### config.mk
export PLATFORM = sky130hd
export DESIGN_NAME = uart_rx_ovs
export DESIGN_NICKNAME = d
export VERILOG_FILES = /design/src/rtl/uart_pkg.sv /design/src/rtl/uart_rx_sync.sv /design/src/rtl/uart_rx_ovs.sv
export SDC_FILE = /design/constraint.sdc
export NUM_CORES = 1
export LEC_CHECK = 0
export CORE_AREA = 2 2 61 63
export DETAILED_ROUTE_END_ITERATION = 6
export DIE_AREA = 0 0 63 65
export PLACE_DENSITY = 0.7
export SYNTH_ARGS = -nofsm -noshare
export SYNTH_HDL_FRONTEND = slang
export SYNTH_HIERARCHICAL = 1
export SYNTH_SLANG_ARGS = --single-unit
export TNS_END_PERCENT = 1
### constraint.sdc
create_clock -name clk -period 1.6 [get_ports clk]
set_input_delay 0.32 -clock clk [delete_from_list [all_inputs] [get_ports clk]]
set_output_delay 0.32 -clock clk [all_outputs]
set_load 0.02 [all_outputs]
### src/rtl/uart_pkg.sv
// Shared UART definitions: default frame geometry, the receiver FSM encoding
// and the majority-vote helper used by the oversampling front end.
package uart_pkg;

  localparam int OVERSAMPLE_DEF  = 16;
  localparam int WORD_LENGTH_DEF = 8;

  typedef enum logic [2:0] {
    IDLE,
    START,
    DATA,
    PARITY,
    STOP,
    WAIT_HIGH
  } rx_state_e;

  function automatic logic maj3(input logic a, input logic b, input logic c);
    return (a & b) | (a & c) | (b & c);
  endfunction

endpackage

### src/rtl/uart_rx_sync.sv
// Line front end: two-flop synchronizer (idles high) plus a 2-of-3 majority
// over the current and two previous synchronized samples.
module uart_rx_sync
  import uart_pkg::*;
(
  input  logic clk,
  input  logic reset,
  input  logic serial_in,
  output logic rx_s,
  output logic rx_maj
);

  logic       meta;
  logic [1:0] hist;

  always_ff @(posedge clk or negedge reset) begin
    if (!reset) begin
      meta <= 1'b1;
      rx_s <= 1'b1;
      hist <= 2'b11;
    end else begin
      meta <= serial_in;
      rx_s <= meta;
      hist <= {hist[0], rx_s};
    end
  end

  // Evaluated at tick OVERSAMPLE/2+1, this covers ticks /2-1, /2 and /2+1.
  assign rx_maj = maj3(hist[1], hist[0], rx_s);

endmodule

### src/rtl/uart_rx_ovs.sv
// Oversampling UART receiver. Define UART_RX_PARITY_EN to expect an even
// parity bit between the data bits and the stop bit.
module uart_rx_ovs
  import uart_pkg::*;
#(
  parameter int WORD_LENGTH = WORD_LENGTH_DEF,
  parameter int OVERSAMPLE  = OVERSAMPLE_DEF
) (
  input  logic                   clk,
  input  logic                   reset,
  input  logic                   SerialDataIn,
  input  logic                   Clear_RX_Flag,
  output logic [WORD_LENGTH-1:0] DATARX,
  output logic                   RX_FLAG,
  output logic                   ParityError,
  output logic                   FramingError,
  output logic                   Overrun,
  output rx_state_e              dbg_state
);

  localparam int CW = $clog2(OVERSAMPLE);
  localparam int BW = $clog2(WORD_LENGTH + 1);

  // Handshake: RX_FLAG is "word valid" and stays high until the consumer
  // pulses Clear_RX_Flag; a new word arriving first overwrites and sets Overrun.

  rx_state_e              state, state_nxt;
  logic [CW-1:0]          cnt;
  logic [BW-1:0]          bit_cnt;
  logic [WORD_LENGTH-1:0] shift_q;
  logic                   rx_s, rx_maj;
  logic                   mid, wrap;
  logic                   cnt_clr, shift_en, load_word, stop_bad;
  logic                   done_d, ferr_d;
`ifdef UART_RX_PARITY_EN
  logic                   par_cap, par_bad;
`endif

  uart_rx_sync u_sync (
    .clk       (clk),
    .reset     (reset),
    .serial_in (SerialDataIn),
    .rx_s      (rx_s),
    .rx_maj    (rx_maj)
  );

  assign mid       = (cnt == CW'(OVERSAMPLE / 2 + 1));
  assign wrap      = (cnt == CW'(OVERSAMPLE - 1));
  assign dbg_state = state;

  always_comb begin
    state_nxt = state;
    cnt_clr   = 1'b0;
    shift_en  = 1'b0;
    load_word = 1'b0;
    stop_bad  = 1'b0;
`ifdef UART_RX_PARITY_EN
    par_cap   = 1'b0;
`endif
    case (state)
      IDLE: begin
        cnt_clr = 1'b1;
        if (!rx_s) state_nxt = START;
      end
      START: begin
        if (mid && rx_maj) begin
          state_nxt = IDLE;
          cnt_clr   = 1'b1;
        end else if (wrap) begin
          state_nxt = DATA;
        end
      end
      DATA: begin
        shift_en = mid;
        if (wrap && bit_cnt == BW'(WORD_LENGTH))
`ifdef UART_RX_PARITY_EN
          state_nxt = PARITY;
`else
          state_nxt = STOP;
`endif
      end
`ifdef UART_RX_PARITY_EN
      PARITY: begin
        par_cap = mid;
        if (wrap) state_nxt = STOP;
      end
`endif
      STOP: begin
        // Leave at mid-stop so a following start edge is never missed.
        if (mid) begin
          load_word = 1'b1;
          cnt_clr   = 1'b1;
          if (rx_maj) begin
            state_nxt = IDLE;
          end else begin
            stop_bad  = 1'b1;
            state_nxt = WAIT_HIGH;
          end
        end
      end
      WAIT_HIGH: begin
        cnt_clr = 1'b1;
        if (rx_s) state_nxt = IDLE;
      end
      default: begin
        state_nxt = IDLE;
        cnt_clr   = 1'b1;
      end
    endcase
  end

  always_ff @(posedge clk or negedge reset) begin
    if (!reset) begin
      state        <= IDLE;
      cnt          <= '0;
      bit_cnt      <= '0;
      shift_q      <= '0;
      DATARX       <= '0;
      done_d       <= 1'b0;
      ferr_d       <= 1'b0;
      RX_FLAG      <= 1'b0;
      FramingError <= 1'b0;
      Overrun      <= 1'b0;
    end else begin
      state   <= state_nxt;
      cnt     <= (cnt_clr || wrap) ? '0 : cnt + CW'(1);
      if (state != DATA)  bit_cnt <= '0;
      else if (shift_en)  bit_cnt <= bit_cnt + BW'(1);
      if (shift_en)  shift_q <= {rx_maj, shift_q[WORD_LENGTH-1:1]};
      if (load_word) DATARX  <= shift_q;
      // Flags follow the word by one clock; a set beats a same-cycle clear.
      done_d       <= load_word;
      ferr_d       <= stop_bad;
      RX_FLAG      <= done_d | (RX_FLAG & ~Clear_RX_Flag);
      FramingError <= (done_d & ferr_d) | (FramingError & ~Clear_RX_Flag);
      Overrun      <= (done_d & RX_FLAG) | (Overrun & ~Clear_RX_Flag);
    end
  end

`ifdef UART_RX_PARITY_EN
  always_ff @(posedge clk or negedge reset) begin
    if (!reset) begin
      par_bad     <= 1'b0;
      ParityError <= 1'b0;
    end else begin
      if (par_cap) par_bad <= rx_maj ^ (^shift_q);
      ParityError <= (done_d & par_bad) | (ParityError & ~Clear_RX_Flag);
    end
  end
`else
  assign ParityError = 1'b0;
`endif

endmodule

Word level (Yosys, flattened, before mapping) --
Cells that the tools add are included.
Storage, ports and cells: logic and storage cells 67, output and inout port bits 15, flip-flop bits (word level) 36, input port bits 4
Operators by class: $add $sub $neg 2, mux-type cells 19, bitwise logic cells 14, equality and inequality tests 13, reductions and logical operators 6
Operator list (count):
- 3-bit two-way mux | 7
- 3-bit case mux with 5 select lines | 1
- 4-bit equality test (second input constant) | 3
- 4-bit two-way mux | 3
- 4-bit by 1-bit adder with 4-bit output (second input constant) | 2
- 1-bit bitwise AND | 8
- 1-bit two-way mux | 7
- 3-bit equality test (second input constant) | 2
- 2-bit inequality test (second input constant) | 3
- 1-bit OR | 5
- 5-bit AND reduction | 1
- 3-bit by 1-bit equality test with 1-bit output (second input constant) | 1
- 3-bit by 2-bit equality test with 1-bit output (second input constant) | 1
- 3-bit logical NOT | 1
- 3-bit by 2-bit inequality test with 1-bit output (second input constant) | 1
- 3-bit inequality test (second input constant) | 1
- 1-bit case mux with 3 select lines | 1
- 1-bit logical AND | 2
- 2-bit by 1-bit inequality test with 1-bit output (second input constant) | 1
- 2-bit nonzero test | 1
- 1-bit logical OR | 1
- 1-bit inverter | 1

Longest topological paths before layout --
Gate-level depths: netlist of run 1.
word-level depth 8, mapped depth 6, depth with buffers taken out 5

Cells and area by module --
The synthesis of run 1 kept the hierarchy.
Modules (own cells, without submodules):
- uart_rx_ovs | cells each 118, seq. area each 800.8 µm², instances 1, area each 1443.9 µm²
- uart_rx_sync | cells each 5, seq. area each 105.1 µm², instances 1, area each 116.4 µm²

Worst setup path after synthesis of run 1 --
OpenSTA, ideal clock, no wires.
path kind flip-flop to flip-flop, start point register cnt[0], end point register shift_q[0], path buffers 1, setup slack 44 ps, setup time 125 ps, arrival time 1431 ps, cell stages (with the launch flop) 6, data required time 1475 ps, period minus slack after synthesis 1556 ps, cells stage by stage dfrtp_1 ha_1 and3b_1 buf_4 nand2_2 mux2_2
Between the ends: longest elaborated chain between the ends 2
RTL lines:
- start, declared | line uart_rx_ovs.sv:28 | logic [CW-1:0] cnt;
- start signal, assigned | line uart_rx_ovs.sv:126 | cnt <= (cnt_clr || wrap) ? '0 : cnt + CW'(1);
- 4-bit equality test | line uart_rx_ovs.sv:47 | assign mid = (cnt == CW'(OVERSAMPLE / 2 + 1));
- 1-bit two-way mux | line uart_rx_ovs.sv:60 | case (state)
- end signal, assigned | line uart_rx_ovs.sv:129 | if (shift_en) shift_q <= {rx_maj, shift_q[WORD_LENGTH-1:1]};
- end, declared | line uart_rx_ovs.sv:30 | logic [WORD_LENGTH-1:0] shift_q;
Every way passes these cells. A chain may end at the register's enable or synchronous reset.

Final worst setup path of run 1 --
start point register cnt[0], end point register shift_q[2]
Same word-level chain as after synthesis.

==> results of run 1 <==
-- power by group through the flow --
| stage | registers, mW | logic (mW) | clock network, mW |
|---|---|---|---|
| after floorplan | 1.07 | 0.336 | 0 |
| after global placement | 1.10 | 0.399 | 0 |
| after detailed placement | 1.11 | 0.422 | 0 |
| after CTS | 1.10 | 0.414 | 0.645 |
| after global routing | 1.12 | 0.453 | 0.681 |
| final | 1.10 | 0.406 | 0.631 |
-- metrics by stage --
step | setup TNS [ns] | setup WS [ns] | power (mW) | cell area, sq um
5_1_grt | -0.0904 | -0.0183 | 2.25 | 1860
3_5_place_dp | 0 | 0.0277 | 1.54 | 1800
4_1_cts | 0 | 0.0131 | 2.16 | 1860
6_report | 0 | 0.0449 | 2.14 | 1860
3_3_place_gp | 0 | 0.0885 | 1.50 | 1800
2_1_floorplan | 0 | 0.0440 | 1.41 | 1560
-- timing repair --
action                     4_1_cts  5_1_grt
gates cloned                     0        0
gates resized for setup         16        1
setup endpoints to repair       14       10
-- layer usage --
metal | track usage | wire, microns | vias up
li1 | - | - | 471
met1 | 0.170 | 1190 | 474
met4 | 0.0917 | 66 | 0
met5 | 0 | 0 | -
met2 | 0.238 | 1240 | 13
met3 | 0.0503 | 85 | 5
-- kinds of logic (layout without fill, tap and decap cells) --
kind of cell,after synthesis,after routing,synth area share
DFF,36,36,0.581
and+or+nand+nor,27,27,0.115
AOI/OAI and AO/OA,24,24,0.0986
muxes,16,16,0.115
buffers and inverters,12,36,0.0369
adders and majority gates,5,5,0.0393
xor gates and xnor gates,2,2,0.0112
other,1,1,0.00240
-- sequential cells by signal, indices dropped and copies added, names as in the netlist --
signal and cells:
DATARX 8, shift_q 8, bit_cnt 4, cnt 4
dbg_state 3, u_sync/hist 2, FramingError 1, Overrun 1
RX_FLAG 1, done_d 1, ferr_d 1, u_sync/meta 1
u_sync/rx_s 1
-- final cells by class --
class                      count  area [sq um]
timing repair buffer          21           195
clock buffer                   6          41.3
fill                         319          1630
clock inverter                 2          35.0
sequential                    36           908
multi-input combinational     75           598
tap                           48          60.1
inverter                       7          26.3
-- critical path, delay by kind of cell (launching register included) --
kind | cells | cell delay, ns
fa+ha+maj | 1 | 0.23
flops | 1 | 0.43
mux | 1 | 0.35
simple gates | 2 | 0.44
-- path summary, 6_finish.rpt --
check	from	endpoint	slack [ns]	depth (start not counted)
max	cnt[0]	shift_q[2]	0.04	4
min	reset	dbg_state[1]	0.32	2
max reg2reg	cnt[0]	shift_q[2]	0.04	4
min reg2reg	u_sync/hist[0]	u_sync/hist[1]	0.36	0
max in group asynchronous	reset	u_sync/rx_s	1.03	2
min in group clk	u_sync/hist[0]	u_sync/hist[1]	0.36	0
-- cells in the final DEF (no fill, tap or decap), types with 2 or more instances in the layout --
master,count
nor2_1,2
dfrtp_1,30
nand2_1,7
or3b_1,2
clkbuf_4,5
a21o_1,3
dlygate4sd2_1,14
nand3_1,3
mux2_2,16
nor3b_2,2
a211oi_1,4
dfrtp_2,2
buf_4,3
or3_1,3
o21ai_0,5
inv_1,7
clkdlybuf4s50_1,3
a21oi_1,7
dfstp_2,4
ha_1,4
a22o_1,3
==> results.cfg, run 1 <==
[outcome]
status = complete, no violations

[synthesis]
synth_edf_count = 0
yosysSeqAreaShare = 0.581
synth_common_cells = dfrtp_1, mux2_2, a21oi_1, inv_1, nand2_1
synth_cells = 123
synthesis.nets = 131
yosys.area.top_type = dfrtp_1
synthFlopType = dfrtp_1
synth.top_cell.area_share = 0.513
synthDistinctLibCells = 33
ys_ff_latch = 36
synth_area_per_cell_sq_um = 12.7
synth_most_common_cell = dfrtp_1
synthTopCellsByArea = dfrtp_1, mux2_2, dfstp_2, ha_1, a21oi_1
synth_area_sq_um = 1560
ys_async_sr_fraction = 1.00
yosysWarnings = 6

[clock_tree]
htree_levels = 2
cts_tree = done
numCtsBuffers = 5
cts_max_path_buffers = 2
clk_pin_slew_ns = 0.11
holdBufCountCts = 0
clock_sinks = 36
post-cts-setup-buffers = 0
cts-root-buf = clkbuf_4
insertion_delay_ns = 0.35

[pwr]
p_per_area_nw_per_um2 = 1150
p_int_mw = 1.52
p_seq_frac = 0.515
ir_drop_uv = 712
switching_power_mw = 0.622
combPwrFrac = 0.190
leakagePower_nw = 0.968
pwr-share-clk = 0.295
swShare = 0.291

[timing]
slew_violations = 0
post-route-period-util = 0.972
setup_viol = 0
hold_viol = 0
period_needed_ns = 1.56
rsz0062_at_grt = yes
timing.fmax_mhz = 643
clock_skew_ns = 0.0110
hold_ws_ns = 0.320

[cells_and_area]
postLayoutCoreUtil = 0.533
antennaDiodeCount = 0
drive_above_1_share = 0.272
final_nets = 154
layout.cells.non_filler = 195
area_growth_syn_to_layout_pct = 19.5

[worst_setup_path]
cp.required_ns = 1.84
start_kind = register
cp-end-kind = register
critPathKind = reg -> reg
max_stage_delay_ns = 0.43
crit_slowest_cell = dfrtp_1
crit_chain = ha_1, and3b_2, nand2_2, mux2_2
arrival_ns = 1.79
path_max_fanout = 8

[place]
hpwl_microns = 1870
routabilityCongestion = 0.820
port_buffers = 17
placed_cells = 187

[grt]
grt_usage = 0.148
grt_max_degree = 37
grt_pass1_vias = 1032
overflow = 0
grt_antenna_before_repair = 0
grt_pass1_wl_microns = 4550

[drt]
wirelength_microns = 2590
wire_per_inst_microns = 13.3
route.antenna.remaining_nets = 0
dr.pass1.iters = 4
drtIter0Drc = 25
via_count = 963
via_per_inst = 4.94
drc_errors = 0

[floorplan]
dieArea_sq_um = 4100
die_w_microns = 63
fp.dieH_microns = 65
core_area_sq_um = 3500
num_rows = 22
initial_utilization = 0.446
boundaryPins = 19

[flow_run]
maxCapViolCount = 0

[hold_path]
hold_path.class = in -> async
No activity file was read; power rests on OpenSTA's default activity.
==> run 2, diff against run 1 <==
- CORE_AREA: 2 2 61 63 -> 2 2 60 62
- DIE_AREA: 0 0 63 65 -> 0 0 62 64
- GPL_ROUTABILITY_DRIVEN: not set -> 0
- PLACE_DENSITY: 0.7 -> 0.72
==> results.cfg, run 2 (synthesis results as in run 1) <==
[worst_setup_path]
ff2ff_path_depth = 4
arrival_ns = 1.78
cp.required_ns = 1.85
cp.depth = 4
cp_top_family = compound AO/OA/AOI/OAI gates
critPathKind = reg -> reg
path_max_fanout = 5
start_kind = register
crit_chain = maj3_2, mux2_2, a21o_1, a311oi_1
crit_buf_inv = 0
cp-end-kind = register
crit_slowest_cell = dfstp_2
max_stage_delay_ns = 0.40

[pwr]
leakagePower_nw = 0.993
ir_drop_uv = 1040
p_per_area_nw_per_um2 = 1160
power.total_mw = 2.21

[timing]
hold_viol = 0
hold_ws_ns = 0.324
clock_skew_ns = 0.0151
timing.fmax_mhz = 655
fin_ws_ns = 0.0727
setup_viol = 0
rsz0062_at_grt = no
finalSetupTns_ns = 0
slew_violations = 0
period_needed_ns = 1.53
post-route-period-util = 0.955

[grt]
grt_pass1_wl_microns = 4890
grt_antenna_before_repair = 0
met2_usage = 0.243
grtUsageMet1 = 0.226
met3_usage = 0.0668
grt.busiest_layer = met2
grt_usage = 0.170
overflow = 0
grt_max_degree = 37
grt_pass1_vias = 1087

[floorplan]
boundaryPins = 19
dieArea_sq_um = 3970
initial_utilization = 0.475
num_rows = 21
core_area_sq_um = 3280
fp.dieH_microns = 64
die_w_microns = 62

[cells_and_area]
final_nets = 157
final_common_cell = dfrtp_1
top_regs = DATARX x8, shift_q x8
drive_above_1_share = 0.307
most-common-layout-cells = dfrtp_1, mux2_2, dlygate4sd2_1
area_growth_syn_to_layout_pct = 21.7
antennaDiodeCount = 0

[clock_tree]
clock_sinks = 36
numCtsBuffers = 5
cts_max_path_buffers = 2
insertion_delay_ns = 0.35
clk_pin_slew_ns = 0.11
cts-root-buf = clkbuf_4
cts_tree = done
htree_levels = 2

[flow_run]
maxCapViolCount = 0

[drt]
drtIter0Drc = 36
dr.pass1.iters = 4
via_per_inst = 5.19
wirelength_microns = 2730
wire_per_inst_microns = 13.9
drc_errors = 0
route.antenna.remaining_nets = 0
via_count = 1017

[hold_path]
hold_path.class = in -> async

[place]
port_buffers = 17
hpwl_microns = 1870
pre_cts_slack_ns = -0.0271

[outcome]
status = complete, no violations
-- run 2: cell types whose count changed in the layout (fill, tap and decap cells not counted) --
cell	previous run	this run
clkinvlp_4	0	1
ha_2	0	1
a21oi_1	7	6
buf_4	3	5
nand2_4	1	2
a21oi_2	0	1
clkbuf_1	1	0
ha_1	4	3
-- run 2: repair_timing --
| action | 4_1_cts | 5_1_grt |
|---|---|---|
| gates cloned | 0 | 1 |
| hold buffers | 0 | 0 |
| endpoints found under the hold margin | 0 | 0 |
| buffers inserted | 0 | 2 |
| pin swaps | 0 | 0 |
| gates resized for setup | 17 | 3 |
| endpoints found under the setup margin | 21 | 18 |
-- run 2: stage by stage --
stage               area (sq um)  std cells  utilization
floorplan                   1560        123            -
global placement            1800        185        0.548
detailed placement          1800        185        0.548
CTS                         1870        193        0.569
global route                1900        196        0.578
finish                      1900        196        0.578
-- run 2: path summary, 6_finish.rpt --
check,endpoint,startpoint,slack [ns]
worst max register to register,dbg_state[0],u_sync/rx_s,0.07
worst min-delay path,bit_cnt[3],reset,0.32
max in group asynchronous,u_sync/hist[1],reset,1.01
min in group clk,u_sync/rx_s,u_sync/meta,0.36
worst max-delay path,dbg_state[0],u_sync/rx_s,0.07
worst min register to register,u_sync/rx_s,u_sync/meta,0.36
-- run 2: final cells by class --
| class | instances | area (sq um) |
|---|---|---|
| timing repair buffer | 23 | 210 |
| fill | 293 | 1390 |
| tap | 46 | 57.6 |
| clock inverter | 3 | 42.5 |
| clock buffer | 5 | 37.5 |
| sequential | 36 | 908 |
| multi-input combinational | 76 | 616 |
| inverter | 7 | 26.3 |
-- run 2: routing by layer --
metal	vias up	wire length, microns
li1	480	-
met1	514	1180
met2	16	1380
met3	7	126
met4	0	53
met5	-	0
-- run 2: where the power goes --
group,internal [mW],switching [mW],total [mW]
logic,0.237,0.253,0.490
clock network,0.326,0.304,0.629
registers,0.990,0.0987,1.09
total,1.55,0.655,2.21
==> run 3, diff against run 2 <==
- CORE_AREA: 2 2 60 62 -> 2 2 57 59
- DIE_AREA: 0 0 62 64 -> 0 0 59 61
- PLACE_DENSITY: 0.72 -> 0.75
- SYNTH_HIERARCHICAL: 1 -> not set
- clock period: 1.6 -> 1.72 ns (I/O delays scaled with it)
==> results.cfg, run 3 <==
[worst_setup_path]
crit_buf_inv = 0
crit_slowest_cell = dfrtp_1
crit_chain = ha_1, and3b_2, a2111oi_4, a211oi_1, mux2_1
start_kind = register
cp.required_ns = 1.95
max_stage_delay_ns = 0.42
path_max_fanout = 5
cp_top_family = flip-flops
arrival_ns = 2.00
cp-end-kind = register
critPathKind = reg -> reg

[synthesis]
synth_common_cells = dfrtp_1, mux2_2, nor2_1, inv_1
synthTopCellsByArea = dfrtp_1, mux2_2, dfstp_2, ha_1, nor2_1
synth_cells = 117
ys_ff_latch = 36
synth_most_common_cell = dfrtp_1
synthesis.nets = 125
synth_edf_count = 0
ys_async_sr_fraction = 1.00
yosys.area.top_type = dfrtp_1
synth_area_sq_um = 1530
yosysSeqAreaShare = 0.592
synth_area_per_cell_sq_um = 13.1
synthFlopType = dfrtp_1
synth.top_cell.area_share = 0.523
synthDistinctLibCells = 39
yosysWarnings = 0

[drt]
via_count = 971
wire_per_inst_microns = 15.0
drtIter0Drc = 15
wirelength_microns = 2700
drc_errors = 0
route.antenna.remaining_nets = 0
dr.pass1.iters = 4
via_per_inst = 5.39

[timing]
hold_ws_ns = 0.349
fin_ws_ns = -0.0558
hold_viol = 0
finalSetupTns_ns = -0.109
slew_violations = 0
period_needed_ns = 1.78
clock_skew_ns = 0.00876
timing.fmax_mhz = 563
post-route-period-util = 1.03
setup_viol = 2
rsz0062_at_grt = yes

[clock_tree]
cts_max_path_buffers = 2
numCtsBuffers = 5
insertion_delay_ns = 0.34
post-cts-setup-buffers = 0
clock_sinks = 36
holdBufCountCts = 0
htree_levels = 2
cts_tree = done
clk_pin_slew_ns = 0.11
cts-root-buf = clkbuf_4

[place]
place_area_sq_um = 1810
pre_cts_slack_ns = -0.0786
hpwl_microns = 1850
port_buffers = 17

[grt]
grt_max_degree = 37
overflow = 0
grt_usage = 0.175
grt_pass1_wl_microns = 4520
grt_pass1_vias = 982
grt_antenna_before_repair = 0

[floorplan]
num_rows = 20
dieArea_sq_um = 3600
boundaryPins = 19
core_area_sq_um = 2950
initial_utilization = 0.518
die_w_microns = 59
fp.dieH_microns = 61

[outcome]
violations = setup timing
status = complete, but fails checks

[pwr]
ir_drop_uv = 702
leakagePower_nw = 0.968
combPwrFrac = 0.180
p_seq_frac = 0.546
p_int_mw = 1.27
swShare = 0.279
switching_power_mw = 0.492
pwr-share-clk = 0.273
p_per_area_nw_per_um2 = 920

[cells_and_area]
most-common-layout-cells = dfrtp_1, mux2_2, clkdlybuf4s50_1
drive_above_1_share = 0.306
fin_area_sq_um = 1910
final_common_cell = dfrtp_1
final_nets = 154
antennaDiodeCount = 0
area_growth_syn_to_layout_pct = 24.9
top_regs = DATARX x8, shift_q x8

[hold_path]
hold_path.class = in -> async

[flow_run]
maxCapViolCount = 0
## run 3: changes by cell type in the layout (fill, tap and decap cells not counted), moves of 3 or more
| cell | change |
|---|---|
| a211oi_1 | -3 |
| a21oi_1 | -3 |
| clkdlybuf4s50_1 | +8 |
| dlygate4sd2_1 | -12 |
| dlymetal6s2s_1 | +4 |
| nand2_1 | -4 |
| nand2b_1 | +3 |
| nor2_1 | +6 |
| o21ai_0 | -4 |
| or3_1 | -3 |
## run 3: worst reg2reg max path, cell delays in order, from the launching register on
cell	delay [ns]
dfrtp_1	0.42
ha_1	0.24
and3b_2	0.28
a2111oi_4	0.31
a211oi_1	0.09
mux2_1	0.32
## run 3: cell type report
type	instances	area, sq um
flip-flops and latches	36	907
well taps	33	41.3
inverters	5	18.8
clock inverters	1	7.51
fillers	236	1040
multi-input cells	73	619
repair buffers	25	263
clock buffers	7	55.1
## run 3: power groups by stage
stage	clock (mW)	sequential, mW	combinational (mW)
5_1_grt	0.537	0.973	0.362
3_5_place_dp	0	0.972	0.289
2_1_floorplan	0	0.972	0.171
6_report	0.481	0.961	0.318
3_3_place_gp	0	0.967	0.274
4_1_cts	0.497	0.957	0.308
## run 3: what timing repair did
| item | 4_1_cts | 5_1_grt |
|---|---|---|
| endpoints found under the hold margin | 0 | 0 |
| setup endpoints to repair | 4 | 16 |
| pin swaps | 2 | 0 |
| resized for setup | 5 | 8 |
| gates cloned | 0 | 0 |
## run 3: final timing paths
check | slack, ns | startpoint | cells past startpoint | to
worst max-delay path | -0.06 | cnt[0] | 5 | dbg_state[0]
worst min-delay path | 0.35 | reset | 2 | bit_cnt[2]
worst max register to register | -0.06 | cnt[0] | 5 | dbg_state[0]
worst min register to register | 0.37 | u_sync.meta | 0 | u_sync.rx_s
max in group asynchronous | 1.12 | reset | 2 | u_sync.rx_s
min in group clk | 0.37 | u_sync.meta | 0 | u_sync.rx_s
## run 3: cell families (layout without fill, tap and decap cells)
logic type | count (synthesis) | after routing | synth area share
fa+ha+maj | 5 | 5 | 0.0401
flops | 36 | 36 | 0.592
simple gates | 30 | 30 | 0.114
xor+xnor | 5 | 5 | 0.0286
compound gates | 15 | 15 | 0.0703
buf+inv | 8 | 38 | 0.0270
other cells | 1 | 1 | 0.00245
mux | 17 | 17 | 0.125
## run 3: through the flow
step | utilization | std cells | total power, mW
2_1_floorplan | - | 117 | 1.14
3_3_place_gp | 0.613 | 172 | 1.24
3_5_place_dp | 0.613 | 172 | 1.26
4_1_cts | 0.639 | 180 | 1.76
5_1_grt | 0.647 | 180 | 1.87
6_report | 0.647 | 180 | 1.76
## run 3: metal layers
layer	wire, microns	track usage	up-vias
met1	1150	0.209	485
li1	-	-	463
met2	1340	0.267	18
met3	135	0.0768	5
met5	0	0	-
met4	61	0.0974	0
